`config.mk`:
```
export PLATFORM = sky130hd
export DESIGN_NAME = rob_flat
export DESIGN_NICKNAME = d
export VERILOG_FILES = /design/src/rtl/rob_pkg.sv /design/src/rtl/rob_if.sv /design/src/rtl/rob_ptr.sv /design/src/rtl/rob.sv /design/src/flat_wrapper.sv
export SDC_FILE = /design/constraint.sdc
export NUM_CORES = 2
export LEC_CHECK = 0
export CAP_MARGIN = 30
export CORE_ASPECT_RATIO = 2
export CORE_MARGIN = 4
export CORE_UTILIZATION = 30
export CTS_CLUSTER_SIZE = 30
export DETAILED_ROUTE_END_ITERATION = 8
export GPL_TIMING_DRIVEN = 0
export REMOVE_ABC_BUFFERS = 1
export SLEW_MARGIN = 10
export SYNTH_ARGS = -nofsm -noshare
export SYNTH_HDL_FRONTEND = slang
export SYNTH_SLANG_ARGS = --single-unit
export TNS_END_PERCENT = 100
```
`constraint.sdc`:
```
create_clock -name clk -period 84.4 [get_ports clk]
set_input_delay 16.88 -clock clk [delete_from_list [all_inputs] [get_ports clk]]
set_output_delay 16.88 -clock clk [all_outputs]
set_load 0.1 [all_outputs]
```
`src/rtl/rob_pkg.sv`:
```
// rtl/rob_pkg.sv - shared constants and types for the reorder buffer
//
// Purpose : sizing constants and the entry / pointer types used by rob,
//           rob_ptr and rob_if.
// Contents: ROB_IDX_WIDTH, XLEN, DEPTH, RD_WIDTH, rob_entry_t, rob_ptr_t.
package rob_pkg;

   localparam int ROB_IDX_WIDTH = 5;
   localparam int XLEN          = 32;
   localparam int DEPTH         = 2 ** ROB_IDX_WIDTH;
   localparam int RD_WIDTH      = 5;

   typedef struct packed {
      logic                valid;
      logic                done;
      logic [RD_WIDTH-1:0] rd;
      logic [XLEN-1:0]     data;
   } rob_entry_t;

   // Extra MSB distinguishes a full buffer from an empty one when the
   // index bits of head and tail coincide.
   typedef struct packed {
      logic                     wrap;
      logic [ROB_IDX_WIDTH-1:0] idx;
   } rob_ptr_t;

endpackage

```
`src/rtl/rob_if.sv`:
```
// rtl/rob_if.sv - dispatch / CDB / commit bundle of the reorder buffer
//
// Purpose : groups every non-clock/reset signal of rob.
// Modports: master - the pipeline side (drives dispatch, CDB, operand queries)
//           slave  - the reorder buffer itself
// Signals : dispatch_valid/ready/rd_addr/rob_idx, cdb_valid/rob_idx/data,
//           commit_valid/regf_we/rd_addr/data/rob_idx, empty, full.
// Macro   : ROB_FWD_EN adds rs1/rs2 operand read ports.
interface rob_if;
   import rob_pkg::*;

   logic                     dispatch_valid;
   logic                     dispatch_ready;
   logic [RD_WIDTH-1:0]      dispatch_rd_addr;
   logic [ROB_IDX_WIDTH-1:0] dispatch_rob_idx;

   logic                     cdb_valid;
   logic [ROB_IDX_WIDTH-1:0] cdb_rob_idx;
   logic [XLEN-1:0]          cdb_data;

   logic                     commit_valid;
   logic                     commit_regf_we;
   logic [RD_WIDTH-1:0]      commit_rd_addr;
   logic [XLEN-1:0]          commit_data;
   logic [ROB_IDX_WIDTH-1:0] commit_rob_idx;

   logic                     empty;
   logic                     full;

`ifdef ROB_FWD_EN
   logic [ROB_IDX_WIDTH-1:0] rs1_rob_idx;
   logic [ROB_IDX_WIDTH-1:0] rs2_rob_idx;
   logic                     rs1_fwd_ready;
   logic                     rs2_fwd_ready;
   logic [XLEN-1:0]          rs1_fwd_data;
   logic [XLEN-1:0]          rs2_fwd_data;

   modport master (
      output dispatch_valid, dispatch_rd_addr, cdb_valid, cdb_rob_idx, cdb_data,
             rs1_rob_idx, rs2_rob_idx,
      input  dispatch_ready, dispatch_rob_idx, commit_valid, commit_regf_we,
             commit_rd_addr, commit_data, commit_rob_idx, empty, full,
             rs1_fwd_ready, rs2_fwd_ready, rs1_fwd_data, rs2_fwd_data
   );

   modport slave (
      input  dispatch_valid, dispatch_rd_addr, cdb_valid, cdb_rob_idx, cdb_data,
             rs1_rob_idx, rs2_rob_idx,
      output dispatch_ready, dispatch_rob_idx, commit_valid, commit_regf_we,
             commit_rd_addr, commit_data, commit_rob_idx, empty, full,
             rs1_fwd_ready, rs2_fwd_ready, rs1_fwd_data, rs2_fwd_data
   );
`else
   modport master (
      output dispatch_valid, dispatch_rd_addr, cdb_valid, cdb_rob_idx, cdb_data,
      input  dispatch_ready, dispatch_rob_idx, commit_valid, commit_regf_we,
             commit_rd_addr, commit_data, commit_rob_idx, empty, full
   );

   modport slave (
      input  dispatch_valid, dispatch_rd_addr, cdb_valid, cdb_rob_idx, cdb_data,
      output dispatch_ready, dispatch_rob_idx, commit_valid, commit_regf_we,
             commit_rd_addr, commit_data, commit_rob_idx, empty, full
   );
`endif

endinterface

```
`src/rtl/rob_ptr.sv`:
```
// rtl/rob_ptr.sv - wrapping head/tail pointer of the reorder buffer
//
// Purpose: index register with a wrap bit; incrementing past DEPTH-1 returns
//          the index to 0 and toggles the wrap bit.
// Ports  : clk, rst (async, active high), inc (advance at posedge),
//          ptr (current pointer).
module rob_ptr
   import rob_pkg::*;
(
   input  logic     clk,
   input  logic     rst,
   input  logic     inc,
   output rob_ptr_t ptr
);

   // wrap is the MSB of the packed struct, so a plain +1 carries into it.
   always_ff @(posedge clk or posedge rst) begin
      if (rst) begin
         ptr <= '0;
      end else if (inc) begin
         ptr <= rob_ptr_t'(ptr + 1'b1);
      end
   end

endmodule

```
`src/rtl/rob.sv`:
```
// rtl/rob.sv - circular reorder buffer with in-order single-entry retirement
//
// Purpose: allocates an index per dispatched instruction, captures CDB
//          results, and retires the head entry once it is done.
// Ports  : clk, rst (async, active high), bus (rob_if.slave): dispatch
//          handshake and allocated index, CDB completion, commit port to
//          the register file / rename table, empty / full status.
// Macro  : ROB_FWD_EN adds combinational rs1/rs2 operand forwarding with
//          same-cycle CDB bypass.
module rob
   import rob_pkg::*;
(
   input  logic clk,
   input  logic rst,
   rob_if.slave bus
);

   rob_entry_t entries [DEPTH];
   rob_ptr_t   head;
   rob_ptr_t   tail;
   rob_entry_t head_entry;
   logic       do_alloc;
   logic       do_complete;
   logic       do_commit;

   assign head_entry = entries[head.idx];

   assign bus.full             = (head.idx == tail.idx) && (head.wrap != tail.wrap);
   assign bus.empty            = (head == tail);
   assign bus.dispatch_ready   = ~bus.full;
   assign bus.dispatch_rob_idx = tail.idx;

   // Readiness uses the pre-edge full flag, so a full buffer refuses
   // dispatch even in the cycle its head retires.
   assign do_alloc    = bus.dispatch_valid && bus.dispatch_ready;
   // Completions aimed at unallocated entries are dropped.
   assign do_complete = bus.cdb_valid && entries[bus.cdb_rob_idx].valid;
   assign do_commit   = head_entry.valid && head_entry.done;

   assign bus.commit_valid   = do_commit;
   assign bus.commit_regf_we = do_commit && (head_entry.rd != '0);
   assign bus.commit_rd_addr = head_entry.rd;
   assign bus.commit_data    = head_entry.data;
   assign bus.commit_rob_idx = head.idx;

   rob_ptr u_head (
      .clk (clk),
      .rst (rst),
      .inc (do_commit),
      .ptr (head)
   );

   rob_ptr u_tail (
      .clk (clk),
      .rst (rst),
      .inc (do_alloc),
      .ptr (tail)
   );

   // Allocate, complete and retire always target distinct entries: the
   // allocated slot is invalid (so neither completes nor retires), and a
   // retiring head is already done so it never takes a completion.
   always_ff @(posedge clk or posedge rst) begin
      if (rst) begin
         for (int i = 0; i < DEPTH; i++) begin
            entries[i] <= '0;
         end
      end else begin
         if (do_alloc) begin
            entries[tail.idx].valid <= 1'b1;
            entries[tail.idx].done  <= 1'b0;
            entries[tail.idx].rd    <= bus.dispatch_rd_addr;
            entries[tail.idx].data  <= '0;
         end
         if (do_complete) begin
            entries[bus.cdb_rob_idx].done <= 1'b1;
            entries[bus.cdb_rob_idx].data <= bus.cdb_data;
         end
         if (do_commit) begin
            entries[head.idx].valid <= 1'b0;
         end
      end
   end

   // A result cannot exist for an instruction that is only now being allocated.
   a_no_cdb_to_alloc : assert property (@(posedge clk) disable iff (rst)
      !(do_alloc && bus.cdb_valid && (bus.cdb_rob_idx == tail.idx)));

`ifdef ROB_FWD_EN
   rob_entry_t rs1_entry;
   rob_entry_t rs2_entry;
   logic       rs1_byp;
   logic       rs2_byp;

   assign rs1_entry = entries[bus.rs1_rob_idx];
   assign rs2_entry = entries[bus.rs2_rob_idx];

   assign rs1_byp = do_complete && (bus.cdb_rob_idx == bus.rs1_rob_idx);
   assign rs2_byp = do_complete && (bus.cdb_rob_idx == bus.rs2_rob_idx);

   assign bus.rs1_fwd_ready = rs1_byp || (rs1_entry.valid && rs1_entry.done);
   assign bus.rs2_fwd_ready = rs2_byp || (rs2_entry.valid && rs2_entry.done);
   assign bus.rs1_fwd_data  = rs1_byp ? bus.cdb_data : rs1_entry.data;
   assign bus.rs2_fwd_data  = rs2_byp ? bus.cdb_data : rs2_entry.data;
`endif

endmodule

```
`src/flat_wrapper.sv`:
```
// flat-port wrapper written by rule: the top's interface ports become plain ports
module rob_flat import rob_pkg::*;
  (clk, rst, bus_dispatch_valid, bus_dispatch_rd_addr, bus_cdb_valid, bus_cdb_rob_idx, bus_cdb_data, bus_dispatch_ready, bus_dispatch_rob_idx, bus_commit_valid, bus_commit_regf_we, bus_commit_rd_addr, bus_commit_data, bus_commit_rob_idx, bus_empty, bus_full);
  rob_if bus_i ();
  input  logic clk;
  input  logic rst;
  input wire logic [$bits(bus_i.dispatch_valid)-1:0] bus_dispatch_valid;
  input wire logic [$bits(bus_i.dispatch_rd_addr)-1:0] bus_dispatch_rd_addr;
  input wire logic [$bits(bus_i.cdb_valid)-1:0] bus_cdb_valid;
  input wire logic [$bits(bus_i.cdb_rob_idx)-1:0] bus_cdb_rob_idx;
  input wire logic [$bits(bus_i.cdb_data)-1:0] bus_cdb_data;
  output wire logic [$bits(bus_i.dispatch_ready)-1:0] bus_dispatch_ready;
  output wire logic [$bits(bus_i.dispatch_rob_idx)-1:0] bus_dispatch_rob_idx;
  output wire logic [$bits(bus_i.commit_valid)-1:0] bus_commit_valid;
  output wire logic [$bits(bus_i.commit_regf_we)-1:0] bus_commit_regf_we;
  output wire logic [$bits(bus_i.commit_rd_addr)-1:0] bus_commit_rd_addr;
  output wire logic [$bits(bus_i.commit_data)-1:0] bus_commit_data;
  output wire logic [$bits(bus_i.commit_rob_idx)-1:0] bus_commit_rob_idx;
  output wire logic [$bits(bus_i.empty)-1:0] bus_empty;
  output wire logic [$bits(bus_i.full)-1:0] bus_full;
  assign bus_i.dispatch_valid = bus_dispatch_valid;
  assign bus_i.dispatch_rd_addr = bus_dispatch_rd_addr;
  assign bus_i.cdb_valid = bus_cdb_valid;
  assign bus_i.cdb_rob_idx = bus_cdb_rob_idx;
  assign bus_i.cdb_data = bus_cdb_data;
  assign bus_dispatch_ready = bus_i.dispatch_ready;
  assign bus_dispatch_rob_idx = bus_i.dispatch_rob_idx;
  assign bus_commit_valid = bus_i.commit_valid;
  assign bus_commit_regf_we = bus_i.commit_regf_we;
  assign bus_commit_rd_addr = bus_i.commit_rd_addr;
  assign bus_commit_data = bus_i.commit_data;
  assign bus_commit_rob_idx = bus_i.commit_rob_idx;
  assign bus_empty = bus_i.empty;
  assign bus_full = bus_i.full;
  rob u_core (.clk(clk), .rst(rst), .bus(bus_i));
endmodule
```
Word level (Yosys, flattened, before mapping)
Cells that the tools add are included.

word-level totals
  word-level logic and storage cells = 186
  input bits = 46
  bits in read-only memories = 0
  output and inout port bits = 52
  latch bits = 0
  memories = 0
  RAM bits = 0
  register bits after elaboration = 1260

cells by class
  div/mod/pow operators = 0
  eq/ne operators = 3
  add/subtract/negate cells = 2
  shifts and indexed selects = 0
  bitwise logic cells = 4
  reduce and logical (&&, ||, !) cells = 9
  multipliers = 0
  multiplexer cells = 30
  order comparisons = 6

operators with widths
  cell                                                                          count
  1248-bit bitwise mux                                                          7
  1248-bit two-way mux                                                          3
  39-bit demux with 5-bit select                                                7
  39-bit binary-select mux with 5-bit select                                    2
  39-bit two-way mux                                                            6
  38-bit two-way mux                                                            2
  32-bit two-way mux                                                            2
  37-bit two-way mux                                                            1
  6-bit >= comparator, second input constant                                    3
  6-bit by 1-bit less-than comparator with 1-bit output, second input constant  3
  5-bit NOT with 6-bit output                                                   3
  6-bit by 1-bit adder with 6-bit output, second input constant                 2
  1-bit logical AND                                                             8
  6-bit == test                                                                 1
  5-bit == test                                                                 1
  5-bit nonzero test                                                            1
  1-bit inequality test                                                         1
  1-bit NOT                                                                     1

Depth between registers and ports, before layout
  word-level depth = 15
  mapped depth = 11
  gate-level depth less buffers = 6

Modules after synthesis
A second synthesis with hierarchy kept.

unflattened totals
  cell total of the unflattened synthesis = 4913
  area, all modules = 61124.9 µm²

modules (own cells, without submodules)
  module   area each (µm²)  cells an instance  times used
  rob      60616.9          4875               1
  rob_ptr  254.0            19                 2

Worst setup path before layout
OpenSTA, ideal clock, no wires.

  kind = register to output
  start = register u_core.u_head.ptr[0] in the netlist's numbering
  end = output bus_commit_regf_we
  required time = 67.520 ns
  buffers on the path = 3
  data arrival time = 3.683 ns
  cell stages (with the launch flop) = 8
  setup slack = 63.837 ns
  path through = dfrtp_1 buf_2 buf_2 clkbuf_1 mux4_2 a22oi_1 nand4_1 o21a_1

between the ends
  longest elaborated chain between the ends = 6

RTL lines
  what                                                   RTL line            RTL
  start, declared                                        rob_ptr.sv:13       output rob_ptr_t ptr
  start signal, assigned                                 rob_ptr.sv:21       ptr <= rob_ptr_t'(ptr + 1'b1);
  5-bit NOT with 6-bit output (implied by the code)      rob.sv:26           assign head_entry = entries[head.idx];
  39-bit binary-select mux with 5-bit select             rob.sv:26
  39-bit two-way mux (implied by the code) (2 in a row)  rob.sv:26
  net bus_commit_rd_addr[1]                              flat_wrapper.sv:16  output wire logic [$bits(bus_i.commit_rd_addr)-1:0] bus_commit_rd_addr;
  5-bit nonzero test                                     rob.sv:41           assign bus.commit_regf_we = do_commit && (head_entry.rd != '0);
  1-bit logical AND                                      rob.sv:41
  end, declared                                          flat_wrapper.sv:15  output wire logic [$bits(bus_i.commit_regf_we)-1:0] bus_commit_regf_we;

The timed path passes the listed nets, and every way through them passes these cells. The select of a mux whose other input is x is not followed.

Worst setup path in the final report
  start = register u_core.u_head.ptr[0] in the netlist's numbering
  end = output bus_commit_regf_we

between the ends
  longest elaborated chain between the ends = 6

RTL lines
  what                                                       RTL line
  5-bit NOT with 6-bit output (implied by the code) (*)      rob.sv:26
  39-bit binary-select mux with 5-bit select (*)             rob.sv:26
  39-bit two-way mux (implied by the code) (*) (2 in a row)  rob.sv:26
  5-bit nonzero test or 1-bit logical AND (tied branches)    rob.sv:41, rob.sv:38
  1-bit logical AND (*)                                      rob.sv:41

Mark *: on every way between the ends. The rest lies on a longest branch, timed or not. The select of a mux whose other input is x is not followed.

==> results.txt <==
----------------------------------------------------
[STA]
  Hold slack final ... 0.4794 ns
  Min cycle time layout ... 22.53 ns
  RSZ-0062 raised after global routing ... false
  Maximum frequency from static timing analysis ... 44.39 MHz
  Final setup slack of the worst path ... 61.87 ns
  TNS Setup ... 0 ns
  Period utilization ... 0.2669
  Final worst clock skew ... 0.03522 ns
  Final setup violation count ... 0
  Count of pins over their slew limit ... 0
  Relative slew slack ... 0.3263
  Fin. Hold Viols ... 0
  Worst-Margin Slew ... 1.007 ns

[Logic synthesis]
  Warnings, synthesis ... 0
  Dominant register cell in the synthesized netlist ... dfrtp_1
  Number of flops mapped to enable cells by yosys ... 0
  Share of flip-flops with an asynchronous set or reset ... 1.000
  Post-synthesis register bit count ... 1260
  Synthesized area per cell ... 10.07 um2
  Synth Cell Area ... 59400 um2
  Synthesized netlist cell count ... 5896
  Count of unique library cells instantiated by Yosys ... 43
  Portion of the post-synthesis area used by sequential elements ... 0.5308

[Finish]
  Most common cell after layout, fill and taps aside ... nand2_1
  Most used cells in the layout excluding fill and tap cells ... nand2_1 (1826), dfrtp_1 (1258), o21ai_0 (902), mux4_2 (269), mux2_2 (160)
  Layout cell share with drive strength beyond 1 ... 0.1675
  Layout Cells excl Fill ... 8436
  Cell area after layout ... 69870 um2
  Post-layout nets ... 5842
  Synth-to-layout area growth ... 17.63%
  Count of fill cells added during filler insertion ... 19.06k

[Worst setup path]
  Chain of cells forming the critical path ... buf_16 > buf_16 > buf_12 > buf_16 > buf_16 > buf_16 > mux4_2 > a22oi_1 > nand4_1 > o21a_1 > clkdlybuf4s50_1
  Critical path origin ... u_core.u_head.ptr[0]
  Worst-path cell with the longest stage delay ... clkdlybuf4s50_1
  Critical register-to-register path startpoint ... u_core.u_head.ptr[1]
  Delay of the slowest cell on the worst path ... 0.96 ns
  Worst endpoint required time ... 67.52 ns
  Data arrival at the endpoint of the critical path ... 5.65 ns
  Crit path launch type ... flop
  Worst Setup End Kind ... primary output
  Crit path max fanout ... 36
  Path type of the worst setup path ... flop to primary output
  Most numerous cell on the critical path ... buf_16

[Placed design]
  DPL Wire Length ... 140.3 mm
  Area post-placement ... 65620 um2
  Pre-CTS WS ... 62.43 ns
  Placer Congestion ... 0.7962
  Cell Count Post-Placement ... 8203
  Port Buffer Count ... 97

[Floorplan]
  Horizontal die dimension ... 322.6 um
  Count of boundary I/O pins ... 98
  Chip Height ... 637.3 um
  Site Rows ... 230
  Initial core utilization ... 0.3022
  DIE AREA ... 205600 um2
  Standard cell core area ... 196600 um2

[Routing]
  Ratio of routed vias to standard cells ... 5.495
  Iteration-0 DRC count of the detailed router ... 4892
  Final Routed Wirelength ... 211.4 mm
  Remaining DRCs ... 0
  Detailed-routing iteration count for the pre-antenna-repair pass ... 8
  Routed via count ... 46.36k
  Routed wire length per instance ... 25.06 um
  Post-DRT Antenna Nets ... 0

[CTS]
  Number of buffers created by CTS ... 114
  Total setup buffers inserted after CTS ... 0
  Cells resized by post-CTS repair ... 0
  Clock slew seen by the registers of the worst setup and hold paths ... 0.07 ns
  CTS Root Buffer Type ... clkbuf_16
  Clock latency of the later-clocked register in the worst-skew pair ... 0.75 ns
  Count of hold buffers inserted by post-cts repair ... 0
  Max Buffers Root-to-Sink ... 3
  CTS H-Tree Depth ... 3
  Number of clock sinks ... 1260
  Clock tree from TritonCTS ... built

[Worst hold path]
  Kind of path behind the tightest hold check ... flop to flop
  Hold Crit Start ... u_core.entries[739]

[Global route]
  Overall routing resource usage ... 0.2026
  Overflow left after global routing ... 0
  Met1 usage ... 0.2359
  GRT busiest layer ... met2
  Antenna violations before repair ... 18
  Maximum number of pins on one net before global-route repair ... 129
  GR Util met2 ... 0.3385
  Global routing usage on met3 ... 0.03676
  Vias in the first global route ... 46.88k
  First-pass GRT wire length ... 311.6 mm

[Power and ir drop]
  IR Drop Worst-Case VDD ... 0.00004656 V
  Leakage component of the power ... 29.41 nW
  P per Cell Area ... 32.27 nW/um2

[Job]
  Number of max-cap violations ... 0

[Run status]
  Outcome ... complete, no violations

----------------------------------------------------
worst max-delay path: cells and delay by family (launching register included):
kind,cells,cell delay (ns)
AO/OA/AOI/OAI,2,0.50
buffers and inverters,7,2.70
flip-flops,1,0.62
AND/OR/NAND/NOR,1,0.35
multiplexers,1,0.59
routing by layer:
metal  wire (um)  share of wire
met2      103000           0.49
met5         150        0.00071
met3       16860          0.080
met4       16260          0.077
met1       75100           0.36
where the power goes:
| group | switching [W] | total [W] | internal (W) |
|---|---|---|---|
| clock | 0.000244 | 0.000551 | 0.000308 |
| sequential | 0.000111 | 0.000904 | 0.000793 |
| combinational | 0.000466 | 0.000799 | 0.000333 |
| total | 0.000821 | 0.00225 | 0.00143 |
synth_stat cells (37+ instances only):
master,n,share of area
a22oi_1,136,0.017
buf_1,44,0.0028
buf_2,214,0.018
buf_4,47,0.0059
clkbuf_1,273,0.017
dfrtp_1,1260,0.53
inv_1,71,0.0045
mux2_2,160,0.030
mux2i_1,96,0.016
mux4_2,269,0.10
nand2_1,1826,0.12
nand3_1,161,0.014
nand4_1,37,0.0039
o21ai_0,902,0.076
o21ai_1,125,0.011
o22ai_1,48,0.0051
worst paths after layout:
check,to,slack (ns),cells past startpoint
worst min register to register,u_core.entries[739],0.48,1
min in group asynchronous,u_core.entries[914],16.64,2
max in group asynchronous,u_core.entries[556],65.58,5
worst max register to register,u_core.entries[623],80.13,10
worst max-delay path,bus_commit_regf_we,61.87,11
worst min-delay path,u_core.entries[739],0.48,1
layout make-up:
| class | instances | area, um2 | share of cell area |
|---|---|---|---|
| sequential | 1260 | 31540 | 0.4514 |
| multi-input combinational | 3950 | 25300 | 0.3621 |
| timing repair buffer | 391 | 5659 | 0.08099 |
| clock buffer | 169 | 3331 | 0.04767 |
| tap | 2552 | 3193 | 0.04570 |
| clock inverter | 39 | 566.8 | 0.008112 |
| inverter | 71 | 274.0 | 0.003922 |
| antenna | 4 | 10.01 | 0.0001433 |
cell families (layout without fill, tap and decap cells):
group	Yosys count	count (layout)	share of synthesized area
and+or+nand+nor	2125	2125	0.1441
AOI/OAI and AO/OA	1274	1274	0.1176
DFF	1260	1260	0.5308
buffers and inverters	686	670	0.05382
muxes	528	528	0.1498
xor gates and xnor gates	15	15	0.002212
adders and majority gates	8	8	0.001685
other	0	4	0
through the flow:
step / power [W] / util
after floorplan: 0.001509 / -
after global placement: 0.001779 / 0.3085
after detailed placement: 0.001709 / 0.3339
after CTS: 0.002260 / 0.3537
after global routing: 0.002361 / 0.3555
final: 0.002255 / 0.3555
No activity file was read; power rests on OpenSTA's default activity.
